<file path="config.mk">
export PLATFORM = sky130hd
export DESIGN_NAME = clk_gate_ctrl
export DESIGN_NICKNAME = d
export VERILOG_FILES = /design/src/rtl/clk_gate_ctrl.sv
export SDC_FILE = /design/constraint.sdc
export NUM_CORES = 1
export LEC_CHECK = 0
export CELL_PAD_IN_SITES_DETAIL_PLACEMENT = 1
export CELL_PAD_IN_SITES_GLOBAL_PLACEMENT = 1
export CORE_MARGIN = 5
export CORE_UTILIZATION = 39
export DETAILED_ROUTE_END_ITERATION = 7
export PLACE_DENSITY = 0.81
export SYNTH_ARGS = -nofsm -noshare
export SYNTH_HDL_FRONTEND = slang
export SYNTH_SLANG_ARGS = --single-unit
</file>
<file path="constraint.sdc">
create_clock -name CLK -period 2.5 [get_ports CLK]
set_input_delay 0.5 -clock CLK [delete_from_list [all_inputs] [get_ports CLK]]
set_output_delay 0.5 -clock CLK [all_outputs]
set_load 0.02 [all_outputs]
</file>
<file path="src/rtl/clk_gate_ctrl.sv">
// clk_gate_ctrl: request/ack controller sequencing wake settle, idle drain and off-cycle stats for one gated clock branch
//   CLK      free-running clock          RN        async active-low reset
//   req      level request per requester force_on  hold branch enabled
//   clr_stat sync clear of off_cnt       ack       per-requester grant
//   clk_en   registered ICG enable       state_o   OFF=0 WAKE=1 ON=2 DRAIN=3
//   off_cnt  saturating OFF-cycle count
module clk_gate_ctrl #(
    parameter int NREQ        = 4,
    parameter int WAKE_CYCLES = 2,
    parameter int IDLE_CYCLES = 8,
    parameter int CNT_W       = 8,
    parameter int STAT_W      = 16
) (
    input  logic              CLK,
    input  logic              RN,
    input  logic [NREQ-1:0]   req,
    input  logic              force_on,
    input  logic              clr_stat,
    output logic [NREQ-1:0]   ack,
    output logic              clk_en,
    output logic [1:0]        state_o,
    output logic [STAT_W-1:0] off_cnt
);
    typedef enum logic [1:0] {OFF = 2'd0, WAKE = 2'd1, ON = 2'd2, DRAIN = 2'd3} state_t;
    state_t state_q, state_n;
    logic [CNT_W-1:0] cnt_q, cnt_n;
    logic any_req;
    assign any_req = |req | force_on;
    always_comb begin
        state_n = state_q;
        cnt_n   = cnt_q;
        case (state_q)
            OFF: if (any_req) begin
                state_n = WAKE;
                cnt_n   = CNT_W'(WAKE_CYCLES - 1);
            end
            WAKE: if (cnt_q == '0) state_n = ON;
                  else cnt_n = cnt_q - 1'b1;
            ON: if (!any_req) begin
                state_n = DRAIN;
                cnt_n   = CNT_W'(IDLE_CYCLES - 1);
            end
            DRAIN: if (any_req) state_n = ON;
                   else if (cnt_q == '0) state_n = OFF;
                   else cnt_n = cnt_q - 1'b1;
            default: state_n = OFF;
        endcase
    end
    always_ff @(posedge CLK or negedge RN) begin
        if (!RN) begin
            state_q <= OFF;
            cnt_q   <= '0;
            clk_en  <= 1'b0;
            ack     <= '0;
            off_cnt <= '0;
        end else begin
            state_q <= state_n;
            cnt_q   <= cnt_n;
            clk_en  <= state_n != OFF;
            ack     <= req & {NREQ{state_n == ON}};
            off_cnt <= clr_stat ? '0 : (state_q == OFF && !(&off_cnt)) ? off_cnt + 1'b1 : off_cnt;
        end
    end
    assign state_o = state_q;
endmodule

</file>
==> out/metrics.yaml, run 1 <==
worstSkewPairLatency_ns: 0.28
cts.path.max_buffers: 2
multi_input_area_um2: 797
num_vias: 1444
final-hold-violation-count: 0
synthTopCellsByCount: "dfrtp_1 (31), nor2_1 (23), nand2_1 (18)"
ys_ff_latch: 31
worstSetupEndpointType: "output port"
setup_viol: 0
initial_core_util: 0.404
cts_tree: "done"
r2r-end: "cnt_q[7]"
cts.sinks: 31
die_height_um: 74.6
synth_top_area_cell: "dfrtp_1"
fin_crit_sh: 0.844
routed_wl_um: 4480
ioPinCount: 31
layout.nets: 217
cp.buffers_inverters: 1
r2r_cells: 7
grt_pass1_vias: 1528
path_cells: "clkdlybuf4s50_1"
ir_drop_uv: 316
hpwl_um: 3420
clock-root-buffer: "clkbuf_8"
final_area_mm2: 0.00210
synth_area_leaders: "dfrtp_1 (48%), xnor2_1 (5.9%), nor2_1 (5.3%), nand2_1 (4.2%), nor3_1 (3.4%)"
p_seq_frac: 0.475
synth.top_cell.area_share: 0.477
rsz0062_at_grt: "no"
grt_first_pass_wirelength_um: 7560
p_per_area_mw_per_mm2: 557
synth_cell_types: 42
hp-start: "cnt_q[1]"
wl_met3_um: 180
hp-class: "flip-flop to flip-flop"
status: "completed"
num_antenna_cells: 0
fin_worst_skew_ns: 0.00288
postCtsSetupBuffers: 0
yosysSeqAreaShare: 0.477
met2_length_um: 2410
power.leakage_nw: 0.807
slew_violations: 0
antenna_found_initial: 0
cts_resized: 0
p_sw_uw: 273
die_x_um: 74.6
drtAntennaViolNets: 0
grt_max_degree: 32
port-buffer-count: 30
yosysMostFrequentCell: "dfrtp_1"
fill_cells: 471
reg2reg_from: "cnt_q[0]"
yosys_warnings: 0
placed_area_mm2: 0.00198
netlist_area_mm2: 0.00163
viasPerCell: 5.60
max_freq_ghz: 0.474
tns_ns: 0
place_congestion: 0.839
syn-num-nets: 182
crit_type: "flip-flop to output port"
core_area_mm2: 0.00403
worst_pin_slew_ns: 0.548
cts_buffers: 5
cp_max_fo: 14
cp_data_required_time_ns: 2.00
holdPathEnd: "cnt_q[1]"
regToRegSetupSlack_ns: 0.48
crit_slowest_cell: "clkdlybuf4s50_1"
crit_arrival_ns: 1.61
p_int_uw: 897
h-tree-depth: 2
critical_path.max_stage_delay_ns: 0.70
cap_violations: 0
met1_length_um: 1840
dr.first_iter.drc_count: 41
ctsHoldBuffers: 0
switching_share: 0.233
worstSetupStartpointType: "flip-flop"
grt_overflow: 0
synth_edf_count: 0
firstDrtPassIters: 4
ff_latch_area_um2: 776
synthFlopType: "dfrtp_1"
period_minus_slack_ns: 2.11
die_area_mm2: 0.00556
path_delay_family: "buffers and inverters"
top_layer_used: "met4"
maxSlewHeadroom: 0.634
hold_depth: 2
async_flop_share: 1.00
p_clk_frac: 0.438
drive_above_1_share: 0.0962
drc_errors: 0
synth_area_per_cell_um2: 9.46
wl_per_cell_um: 17.4
rows: 23
grt_use_total: 0.179
syn_inst: 172
pwr-share-comb: 0.087
clkSlewWorstSetupHoldPaths_ns: 0.07
area_delta_synth_final_pct: 29.0
==> cell families (layout without fill, tap and decap cells) <==
| logic type | Yosys count | in the layout | share of synthesized area |
|---|---|---|---|
| AO/OA/AOI/OAI | 25 | 25 | 0.105 |
| XOR/XNOR | 13 | 13 | 0.0700 |
| adder cells (fa/ha/maj) | 2 | 2 | 0.0154 |
| buffers and inverters | 10 | 46 | 0.0331 |
| flip-flops | 31 | 31 | 0.477 |
| multiplexers | 1 | 1 | 0.00615 |
| AND/OR/NAND/NOR | 90 | 90 | 0.294 |
==> how the worst max path moves through the flow <==
stage,start,endpoint,slack (ns),depth (start not counted)
2_1_floorplan,cnt_q[0],cnt_q[7],0.67,7
3_3_place_gp,req[0],cnt_q[7],0.20,6
5_1_grt,state_o[0],state_o[0],0.32,1
3_5_place_dp,req[0],cnt_q[7],0.09,6
4_1_cts,state_o[0],state_o[0],0.39,1
6_report,state_o[0],state_o[0],0.39,1
==> stage by stage <==
stage               setup slack [ns]  hold slack [ns]  total power [mW]  instances  utilization
floorplan                      0.669            0.204             0.625        172            -
global placement               0.203            0.524             0.657        250        0.492
detailed placement            0.0914            0.547             0.668        250        0.492
CTS                            0.386            0.561              1.19        258        0.521
global route                   0.324            0.584              1.22        258        0.521
finish                         0.390            0.553              1.17        258        0.521
==> cell type report <==
cell class | instances | share of cell area
clock inverters | 2 | 0.0167
multi-input cells | 131 | 0.380
well taps | 50 | 0.0298
flip-flops and latches | 31 | 0.370
repair buffers | 34 | 0.157
inverters | 4 | 0.00716
clock buffers | 6 | 0.0394
==> state kept, by name, summed over array words and instances, names as in the netlist <==
name	count
clk_en	1
cnt_q	8
state_o	2
ack	4
off_cnt	16
==> routing by layer <==
metal	up-vias	global-route usage
met5	-	0
met4	0	0.0514
met3	6	0.0473
met2	29	0.315
met1	725	0.213
li1	684	-
==> layout by cell type, fill, tap and decap left out, types with 2 or more instances in the layout <==
cell type and count:
o211ai_1 2, o21ai_0 6, xor2_1 2, nor3_1 11, nor4_1 7, a211o_1 2
nor2_1 23, ha_1 2, or3_1 4, clkbuf_8 6, o221ai_1 2, and4_1 3
a21oi_1 4, nand3_1 2, or3_2 2, a21o_1 2, nand2_1 18, clkdlybuf4s50_1 30
dfrtp_1 31, nand4_1 6, inv_1 4, xnor2_1 11, nor2b_1 5, buf_4 4
==> power groups by stage <==
stage          combinational [mW]  sequential, mW  clock (mW)
2_1_floorplan              0.0698           0.555           0
3_3_place_gp               0.0960           0.561           0
3_5_place_dp                0.103           0.565           0
4_1_cts                     0.104           0.556       0.527
5_1_grt                     0.112           0.561       0.547
6_report                    0.101           0.556       0.512
Power figures use the tool's default switching activity.
==> run 2, diff against run 1 <==
Settings changed: CORE_UTILIZATION 39 to 35, PLACE_DENSITY 0.81 to 0.77.
Clock period 2.5 ns to 1.7 ns, I/O delays scaled along.
==> out/metrics.yaml, run 2 (synthesis results as in run 1) <==
status: "complete, but fails checks"
violations: "setup timing"
grt_max_degree: 32
num_vias: 1730
grt_overflow: 0
worstSkewPairLatency_ns: 0.29
setup_viol: 14
cts.sinks: 31
grt_first_pass_wirelength_um: 9630
final-hold-violation-count: 0
power_mw: 1.72
area_delta_synth_final_pct: 68.3
hpwl_um: 3960
placed_area_mm2: 0.00229
num_antenna_cells: 0
cp_data_required_time_ns: 1.92
rows: 24
antenna_found_initial: 0
h-tree-depth: 2
reg.largest.list: "off_cnt x16, cnt_q x8, ack x4"
firstDrtPassIters: 4
rsz0062_at_grt: "yes"
ir_drop_uv: 302
ctsHoldBuffers: 0
crit_arrival_ns: 2.11
die_area_mm2: 0.00611
ioPinCount: 31
cts_tree: "done"
cp_max_fo: 5
drive_above_1_share: 0.424
drtAntennaViolNets: 0
dr.first_iter.drc_count: 80
largest_reg_flops: 16
drc_errors: 0
hp-class: "primary input to async pin"
core_area_mm2: 0.00444
crit_type: "flip-flop to flip-flop"
r2r-end: "cnt_q[7]"
period_minus_slack_ns: 1.89
clock-root-buffer: "clkbuf_8"
worstSetupStartpointType: "flip-flop"
final_area_mm2: 0.00274
critPathLaunch: "cnt_q[3]"
port-buffer-count: 30
max_freq_ghz: 0.530
regToRegSetupSlack_ns: -0.19
layout_commonest_cell: "buf_4"
viasPerCell: 5.60
grt_use_total: 0.200
reg2reg_from: "cnt_q[3]"
top_register: "off_cnt"
routed_wl_um: 6690
cts.path.max_buffers: 2
wl_per_cell_um: 21.6
power.leakage_nw: 1.19
tns_ns: -1.41
worstSetupEndpointType: "flip-flop"
slew_violations: 0
setup_slack_ns: -0.188
cap_violations: 0
grt_pass1_vias: 1929
post-route-util: 0.616
maxSlewHeadroom: 0.609
fin_crit_sh: 1.11
worst_pin_slew_ns: 0.581
place_congestion: 0.820
clkSlewWorstSetupHoldPaths_ns: 0.07
p_per_area_mw_per_mm2: 628
die_x_um: 78.2
die_height_um: 78.2
layout_common_cells: "buf_4 (48), dfrtp_1 (25), nor2_1 (19), nand2_1 (17), clkdlybuf4s50_1 (16)"
place_ws_ns: -0.356
fin_worst_skew_ns: 0.00775
initial_core_util: 0.366
layout.nets: 266
r2r_cells: 6
cts_buffers: 5
## run 2: cell types whose count changed in the layout (fill, tap and decap cells not counted), sizes merged
cell | before | now
bufinv | 1 | 0
dlymetal6s2s | 0 | 2
buf | 4 | 53
clkdlybuf4s50 | 30 | 16
clkbuf | 6 | 7
dlygate4sd2 | 0 | 12
## run 2: critical path: stages, from the launching register on
cell and delay, ns:
dfrtp_1 0.39, or4_4 0.56, nor3b_4 0.27, a211o_1 0.24
buf_6 0.17, o21ai_2 0.06, a21oi_2 0.14
## run 2: worst max-delay path by stage
stage                     endpoint  depth (start not counted)  slack, ns
after global routing      cnt_q[1]                          6      -0.23
after floorplan           cnt_q[7]                          7      -0.03
after CTS                 cnt_q[5]                          6      -0.11
final                     cnt_q[7]                          6      -0.19
after detailed placement  cnt_q[1]                          7      -0.36
after global placement    cnt_q[7]                          6      -0.26
## run 2: stage by stage
| step | hold slack [ns] | instances |
|---|---|---|
| finish | 0.444 | 309 |
| detailed placement | 0.612 | 285 |
| global placement | 0.574 | 285 |
| floorplan | 0.0444 | 172 |
| global route | 0.508 | 309 |
| CTS | 0.475 | 300 |
## run 2: timing repair
action | in CTS | in global routing
resized for setup | 34 | 31
cloned | 1 | 0
pin swaps | 10 | 20
setup buffers | 6 | 11
endpoints found under the setup margin | 33 | 32
## run 2: final cells by class
cell class / instances / area [um^2]
clock buffer: 7 / 86.3
sequential: 31 / 783
fill: 483 / 1710
inverter: 4 / 15.0
tap: 52 / 65.1
timing repair buffer: 83 / 716
clock inverter: 1 / 5.00
multi-input combinational: 131 / 1070
## run 2: routing by layer
layer,GRT usage,up-vias,share of wire
met4,0.0944,0,0.030
met5,0,-,0
met2,0.352,43,0.52
met1,0.231,888,0.42
met3,0.0446,16,0.029
li1,-,783,-
## run 2: report_power, final
part	leakage [nW]	switching, mW	internal [mW]
clock network	0.0482	0.305	0.327
registers	0.388	0.0268	0.773
logic	0.751	0.142	0.147
total	1.19	0.474	1.25
